$ cat config.mk
export PLATFORM = sky130hd
export DESIGN_NAME = reset_requester
export DESIGN_NICKNAME = d
export VERILOG_FILES = /design/src/rtl/reset_req_pkg.sv /design/src/rtl/reset_requester.sv
export SDC_FILE = /design/constraint.sdc
export NUM_CORES = 1
export LEC_CHECK = 0
export BUFFER_PORTS_ARGS = -buffer_cell sky130_fd_sc_hd__buf_2
export CAP_MARGIN = 20
export CORE_UTILIZATION = 45
export CTS_CLUSTER_SIZE = 24
export DETAILED_ROUTE_END_ITERATION = 10
export PLACE_DENSITY = 0.74
export SYNTH_ARGS = -nofsm -noshare
export SYNTH_HDL_FRONTEND = slang
export SYNTH_SLANG_ARGS = --single-unit
$ cat constraint.sdc
create_clock -name i_clk -period 2.8 [get_ports i_clk]
set_input_delay 0.56 -clock i_clk [delete_from_list [all_inputs] [get_ports i_clk]]
set_output_delay 0.56 -clock i_clk [all_outputs]
set_load 0.02 [all_outputs]
$ cat src/rtl/reset_req_pkg.sv
// Shared encodings for the reset requester: FSM state codes and the width
// of the saturating pulse counter reported to the status registers.
package reset_req_pkg;

    localparam logic [1:0] ST_DISABLED = 2'd0;
    localparam logic [1:0] ST_WATCH    = 2'd1;
    localparam logic [1:0] ST_PULSE    = 2'd2;
    localparam logic [1:0] ST_HOLDOFF  = 2'd3;

    localparam int PCNT_W = 8;

endpackage

$ cat src/rtl/reset_requester.sv
// Watchdog / soft-reset pulse generator: issues a fixed-width active-low
// reset request on heartbeat timeout or software request, then holds off.
module reset_requester
    import reset_req_pkg::*;
#(
    parameter int TIMEOUT   = 1024,
    parameter int PULSE_LEN = 8,
    parameter int HOLDOFF   = 64
) (
    input  logic              i_clk,
    input  logic              i_reset,
    input  logic              i_enable,
    input  logic              i_kick,
    input  logic              i_sw_req,
    input  logic              i_timeout_clr,
    output logic              o_reset_req_n,
    output logic              o_busy,
    output logic              o_timeout,
    output logic [PCNT_W-1:0] o_pulse_cnt
);

    localparam int MAX_AB = (TIMEOUT > PULSE_LEN) ? TIMEOUT : PULSE_LEN;
    localparam int MAX_V  = (MAX_AB > HOLDOFF) ? MAX_AB : HOLDOFF;
    localparam int CNT_W  = $clog2(MAX_V + 1);

    localparam logic [CNT_W-1:0] TO_LAST = CNT_W'(TIMEOUT - 1);
    localparam logic [CNT_W-1:0] PL_LAST = CNT_W'(PULSE_LEN - 1);
    localparam logic [CNT_W-1:0] HO_LAST = CNT_W'(HOLDOFF - 1);

    if (TIMEOUT < 2) begin : g_bad_timeout
        $error("reset_requester: TIMEOUT must be >= 2");
    end
    if (PULSE_LEN < 1) begin : g_bad_pulse_len
        $error("reset_requester: PULSE_LEN must be >= 1");
    end
    if (HOLDOFF < 1) begin : g_bad_holdoff
        $error("reset_requester: HOLDOFF must be >= 1");
    end

    logic [1:0]        r_state;
    logic [CNT_W-1:0]  r_cnt;
    logic              r_req_n;
    logic              r_busy;
    logic              r_timeout;
    logic [PCNT_W-1:0] r_pulse_cnt;

    logic [1:0]        w_state_nxt;
    logic [CNT_W-1:0]  w_cnt_nxt;
    logic              w_set_timeout;
    logic              w_enter_pulse;

    // NOTE: every signal gets a default before the case so no path leaves it
    // unassigned; otherwise synthesis infers a latch.
    always_comb begin
        w_state_nxt   = r_state;
        w_cnt_nxt     = r_cnt;
        w_set_timeout = 1'b0;
        case (r_state)
            ST_DISABLED: begin
                if (i_sw_req)      w_state_nxt = ST_PULSE;
                else if (i_enable) w_state_nxt = ST_WATCH;
            end
            ST_WATCH: begin
                if (i_sw_req)            w_state_nxt = ST_PULSE;
                else if (!i_enable)      w_state_nxt = ST_DISABLED;
                else if (i_kick)         w_cnt_nxt   = '0;
                else if (r_cnt == TO_LAST) begin
                    w_state_nxt   = ST_PULSE;
                    w_set_timeout = 1'b1;
                end
                else                     w_cnt_nxt   = r_cnt + 1'b1;
            end
            ST_PULSE: begin
                if (r_cnt == PL_LAST) w_state_nxt = ST_HOLDOFF;
                else                  w_cnt_nxt   = r_cnt + 1'b1;
            end
            ST_HOLDOFF: begin
                if (r_cnt == HO_LAST) w_state_nxt = i_enable ? ST_WATCH : ST_DISABLED;
                else                  w_cnt_nxt   = r_cnt + 1'b1;
            end
            default: w_state_nxt = ST_DISABLED;
        endcase
        // The single counter restarts from zero in every new phase.
        if (w_state_nxt != r_state) w_cnt_nxt = '0;
        w_enter_pulse = (w_state_nxt == ST_PULSE) && (r_state != ST_PULSE);
    end

    // NOTE: sequential state uses non-blocking assignments so every register
    // samples pre-edge values, independent of statement order.
    always_ff @(posedge i_clk) begin
        if (i_reset) begin
            r_state     <= ST_DISABLED;
            r_cnt       <= '0;
            r_req_n     <= 1'b1;
            r_busy      <= 1'b0;
            r_timeout   <= 1'b0;
            r_pulse_cnt <= '0;
        end else begin
            r_state <= w_state_nxt;
            r_cnt   <= w_cnt_nxt;
            r_req_n <= (w_state_nxt != ST_PULSE);
            r_busy  <= (w_state_nxt == ST_PULSE) || (w_state_nxt == ST_HOLDOFF);
            // A timeout landing in the same cycle as a clear must stay visible.
            if (w_set_timeout)      r_timeout <= 1'b1;
            else if (i_timeout_clr) r_timeout <= 1'b0;
            if (w_enter_pulse && (r_pulse_cnt != '1))
                r_pulse_cnt <= r_pulse_cnt + 1'b1;
        end
    end

    assign o_reset_req_n = r_req_n;
    assign o_busy        = r_busy;
    assign o_timeout     = r_timeout;
    assign o_pulse_cnt   = r_pulse_cnt;

endmodule

# Word level (Yosys, flattened, before mapping)
# Cells that the tools add are included.
[word_totals]
input_bits = 6
ff_bits = 24
elab_cells = 57
[op_classes]
n_addsub = 2
mux = 24
eq_ne = 17
n_reduce_logical = 8
[op_table]
columns = ["operator", "n"]
rows = [
  ["11-bit 2-to-1 mux", 6],
  ["11-bit one-hot mux with 3 select lines", 1],
  ["2-bit 2-to-1 mux", 8],
  ["2-bit != test, second input constant", 6],
  ["11-bit by 1-bit adder with 11-bit output, second input constant", 1],
  ["11-bit by 10-bit equality test with 1-bit output, second input constant", 1],
  ["11-bit by 3-bit equality test with 1-bit output, second input constant", 1],
  ["11-bit by 6-bit equality test with 1-bit output, second input constant", 1],
  ["8-bit by 1-bit adder with 8-bit output, second input constant", 1],
  ["2-bit equality test, second input constant", 4],
  ["1-bit 2-to-1 mux", 8],
  ["8-bit != test, second input constant", 1],
  ["2-bit one-hot mux with 4 select lines", 1],
  ["6-bit AND reduction", 1],
  ["3-bit != test, second input constant", 1],
  ["3-bit nonzero test", 1],
  ["2-bit by 1-bit equality test with 1-bit output, second input constant", 1],
  ["1-bit logical AND", 2],
  ["2-bit zero test", 1],
  ["2-bit != test", 1],
  ["2-bit nonzero test", 1],
  ["2-bit OR reduction", 1],
  ["1-bit logical OR", 1],
]

# Longest topological paths before layout
[logic_depth]
word_depth = 9
depth_mapped = 7
mapped_depth_nobuf = 7

# Worst setup path before layout
# Ideal clock, no wire load.
[synth_timing]
kind = "register to register"
start = "register r_cnt[6]"
end = "register r_pulse_cnt[7] (netlist: o_pulse_cnt[7])"
period_less_slack_ps = 2234
stages_incl_launch_ff = 8
required_time_ps = 2679
setup_ps = 121
t_arrival_ps = 2113
path_slack_ps = 566
n_path_buf = 1
path_cell_list = "dfxtp_1 > or4_1 > buf_2 > or4_1 > o211ai_2 > nor3_2 > nand3_1 > mux2_4"
[synth_between]
elab_chain_len = 9
[synth_lines]
columns = ["item", "line", "source"]
rows = [
  ["start, declared", "reset_requester.sv:41", "logic [CNT_W-1:0] r_cnt;"],
  ["start signal, assigned", "reset_requester.sv:100", "r_cnt <= w_cnt_nxt;"],
  ["11-bit by 10-bit equality test with 1-bit output", "reset_requester.sv:67", "else if (r_cnt == TO_LAST) begin"],
  ["2-bit 2-to-1 mux", "reset_requester.sv:67", ""],
  ["2-bit 2-to-1 mux", "reset_requester.sv:66", "else if (i_kick) w_cnt_nxt = '0;"],
  ["2-bit 2-to-1 mux", "reset_requester.sv:65", "else if (!i_enable) w_state_nxt = ST_DISABLED;"],
  ["2-bit 2-to-1 mux", "reset_requester.sv:64", "if (i_sw_req) w_state_nxt = ST_PULSE;"],
  ["2-bit one-hot mux with 4 select lines *", "reset_requester.sv:58", "case (r_state)"],
  ["2-bit equality test *", "reset_requester.sv:85", "w_enter_pulse = (w_state_nxt == ST_PULSE) && (r_state != ST_PULSE);"],
  ["1-bit logical AND *", "reset_requester.sv:85", ""],
  ["1-bit logical AND *", "reset_requester.sv:106", "if (w_enter_pulse && (r_pulse_cnt != '1))"],
  ["end signal, assigned", "reset_requester.sv:107", "r_pulse_cnt <= r_pulse_cnt + 1'b1;"],
  ["end, declared", "reset_requester.sv:45", "logic [PCNT_W-1:0] r_pulse_cnt;"],
]
# Every way passes the cells marked *; elsewhere a longest branch is shown, timed or not.
# A chain may end at the register's enable or synchronous reset.

# Final worst setup path
[layout_timing]
start = "register r_cnt[6]"
end = "register r_cnt[2]"
[layout_between]
elab_chain_len = 8
[layout_lines]
columns = ["item", "line", "source"]
rows = [
  ["11-bit by 10-bit equality test with 1-bit output", "reset_requester.sv:67", ""],
  ["2-bit 2-to-1 mux", "reset_requester.sv:67", ""],
  ["2-bit 2-to-1 mux", "reset_requester.sv:66", ""],
  ["2-bit 2-to-1 mux", "reset_requester.sv:65", ""],
  ["2-bit 2-to-1 mux", "reset_requester.sv:64", ""],
  ["2-bit one-hot mux with 4 select lines", "reset_requester.sv:58", ""],
  ["2-bit != test", "reset_requester.sv:84", "if (w_state_nxt != r_state) w_cnt_nxt = '0;"],
  ["2-bit OR reduction (no line)", "n/a", ""],
]
# Parallel ways exist; a longest one is shown, timed or not.

==> impl_metrics.csv <==
group,metric,value,unit
placement,routabilityCongestion,0.852,
cts,hold_buffers,0,
timing,hold_viol,0,
die,die_w,55.3,µm
timing,setup_viol,0,
die,fp-row-count,18,
cts,root_buffer,"clkbuf_4",
detailed_routing,ant_nets,0,
die,die_height,55.3,µm
placement,io_buffers,16,
die,io_pins,17,
critical_path,critical_path.max_fanout,10,
critical_path,worstPathArrival,2.69,ns
timing,worst_slew_margin_rel,55.1,%
global_route,grt_pass1_wl,4820,µm
timing,fin_skew,0.000962,ns
timing,setup_tns,0,ns
detailed_routing,avgRoutedWirePerCell,14.3,µm
power,power.density,407,nW/µm²
logic_synthesis,synth_edf_count,0,
logic_synthesis,synth.top_cell.area_share,36.1,%
critical_path,startpoint_type,"flip-flop",
final_layout,final_layout_size_suffix_gt1_share,18.2,%
die,initial_core_util,49.7,%
global_route,grt.total_usage,19.2,%
logic_synthesis,ys_warn_count,0,
critical_path,worstSetupPathType,"flip-flop to flip-flop",
timing,finalCritPeriodShare,89.2,%
final_layout,final_cells,195,
cts,cts_max_level,1,
placement,place_area,1380,µm²
die,core,2570,µm²
timing,tightest_slew,0.670,ns
logic_synthesis,syn_inst,148,
placement,dp_cells,191,
global_route,grt-ovfl-total,0,
critical_path,critPathCaptureType,"flip-flop",
cts,clk_pin_slew_worst_paths,0.12,ns
outcome,outcome,"finished, final reports clean",
final_layout,layout.nets,174,
final_layout,multi_input_area,788,µm²
logic_synthesis,synthesis.area,1280,µm²
logic_synthesis,synth_area_leaders,"dfxtp_1 36%, nor2_1 7.4%, xor2_1 5.5%, o2111ai_1 4.1%, xnor2_1 4.1%",
cts,clk_latency,0.31,ns
cts,clock_sink_count,23,
logic_synthesis,ys_seq_area_share,36.1,%
cts,cts_resized,0,
final_layout,area_growth,10.3,%
detailed_routing,drt-pass1-iter-count,4,
logic_synthesis,synthDistinctLibCells,42,
logic_synthesis,synthArstFlopShare,0,%
power,p_leak,0.000521,µW
placement,pre_cts_slack,0.305,ns
final_layout,fin_area,1410,µm²
final_layout,fillers,259,
global_route,grt_pass1_vias,1050,
cts,clock_path_buffers,2,
logic_synthesis,synth_largest_area_cell,"dfxtp_1",
logic_synthesis,synth-seq-cells,23,
logic_synthesis,synth_area_per_cell,8.62,µm²
flow_run,drv_cap,0,
die,dieArea,3050,µm²
cts,tritoncts,"done",
detailed_routing,drtIter0Drc,25,
cts,cts_setup_buffers,0,
timing,timing.final.crit_period,2.50,ns
cts,cts_made_buffers,3,
timing,rsz0062_at_grt,"false",
timing,maxSlewViolCount,0,
critical_path,worstPathRequired,3.00,ns
detailed_routing,drt-total-wl,2800,µm
power,ir_drop,0.282,mV
global_route,grt_max_degree,15,
detailed_routing,drc,0,
detailed_routing,routed_via_density,5.98,
final_layout,diodes,0,
global_route,antenna_found_initial,0,
logic_synthesis,ys.flop_type,"dfxtp_1",
detailed_routing,num_vias,1166,
min_path,hp-class,"flip-flop to flip-flop",
timing,timing.fmax,0.400,GHz
final_layout,seqCellArea,460,µm²
placement,hpwl,2060,µm
timing,setup_ws,0.302,ns
logic_synthesis,syn-num-nets,156,
sequential cells by signal, summed over array words and instances (netlist names):
name / cells
o_timeout: 1
r_cnt: 11
o_reset_req_n: 1
o_pulse_cnt: 8
r_state: 2
through the flow:
stage | hold slack [ns] | power (µW) | util [%]
finish | 0.538 | 573 | 54.8
global route | 0.554 | 599 | 54.8
CTS | 0.534 | 578 | 54.8
detailed placement | 0.505 | 424 | 53.8
global placement | 0.494 | 421 | 53.8
floorplan | 0.476 | 401 | -
Yosys cell counts, types with 3 or more instances:
cell / count
nand2b_1: 3
a21oi_1: 5
dfxtp_1: 23
nor2_1: 25
nor3_1: 3
inv_1: 4
xor2_1: 8
nor2b_1: 3
and3_1: 3
o2111ai_1: 6
xnor2_1: 6
o21ai_0: 3
nand3_1: 8
nand2_1: 8
nor4_1: 4
or4_1: 3
layout by cell type (no fill, tap or decap), drive strengths merged, types with 4 or more instances in the layout:
master | netlist | layout
xor2 | 8 | 8
inv | 4 | 4
clkbuf | 2 | 4
a21oi | 5 | 5
buf | 1 | 16
nor4 | 6 | 6
nor3 | 4 | 4
and3 | 4 | 4
dfxtp | 23 | 23
nand3 | 8 | 8
xnor2 | 6 | 6
nor2 | 26 | 26
o2111ai | 6 | 6
nand2 | 8 | 8
cells by family (layout without fill, tap and decap cells):
logic type               after synthesis  in the layout  synth area share, %
AO/OA/AOI/OAI                         25             25                 14.9
XOR/XNOR                              14             14                 9.61
adder cells (fa/ha/maj)                2              2                 1.96
buffers and inverters                  7             24                 2.16
flip-flops                            23             23                 36.1
multiplexers                           3              3                 3.04
AND/OR/NAND/NOR                       74             74                 32.3
routing by layer:
layer	part of all wire, %	wire (µm)	vias to the layer above	global-route usage (%)
li1	-	-	574	-
met1	47	1310	564	25.8
met2	49	1360	24	30.3
met3	3.7	104	4	4.92
met4	0.93	26	0	5.36
met5	0	0	-	0
worst max-delay path, cell delays in order (launching register included):
cell,delay (ns)
dfxtp_1,0.37
or4_1,0.66
nor4_4,0.29
o22ai_1,0.12
nor2_2,0.25
mux2i_2,0.56
nor2_1,0.11
layout make-up:
type / count / share of cell area, %
clock buffer: 4 / 1.87
timing repair buffer: 16 / 5.69
inverter: 4 / 1.07
tap: 30 / 2.67
multi-input combinational: 118 / 56.0
sequential: 23 / 32.7
power by group:
group | internal (µW) | switching, µW
clock | 55.8 | 100
combinational | 26.1 | 46.5
sequential | 335 | 9.77
total | 417 | 156
path summary, 6_finish.rpt:
| kind | start | end | slack (ns) | cells past startpoint |
|---|---|---|---|---|
| max | r_cnt[6] | r_cnt[2] | 0.30 | 6 |
| min reg2reg | o_pulse_cnt[6] | o_pulse_cnt[6] | 0.54 | 2 |
| min | o_pulse_cnt[6] | o_pulse_cnt[6] | 0.54 | 2 |
| max reg2reg | r_cnt[6] | r_cnt[2] | 0.30 | 6 |
Power figures use the tool's default switching activity.
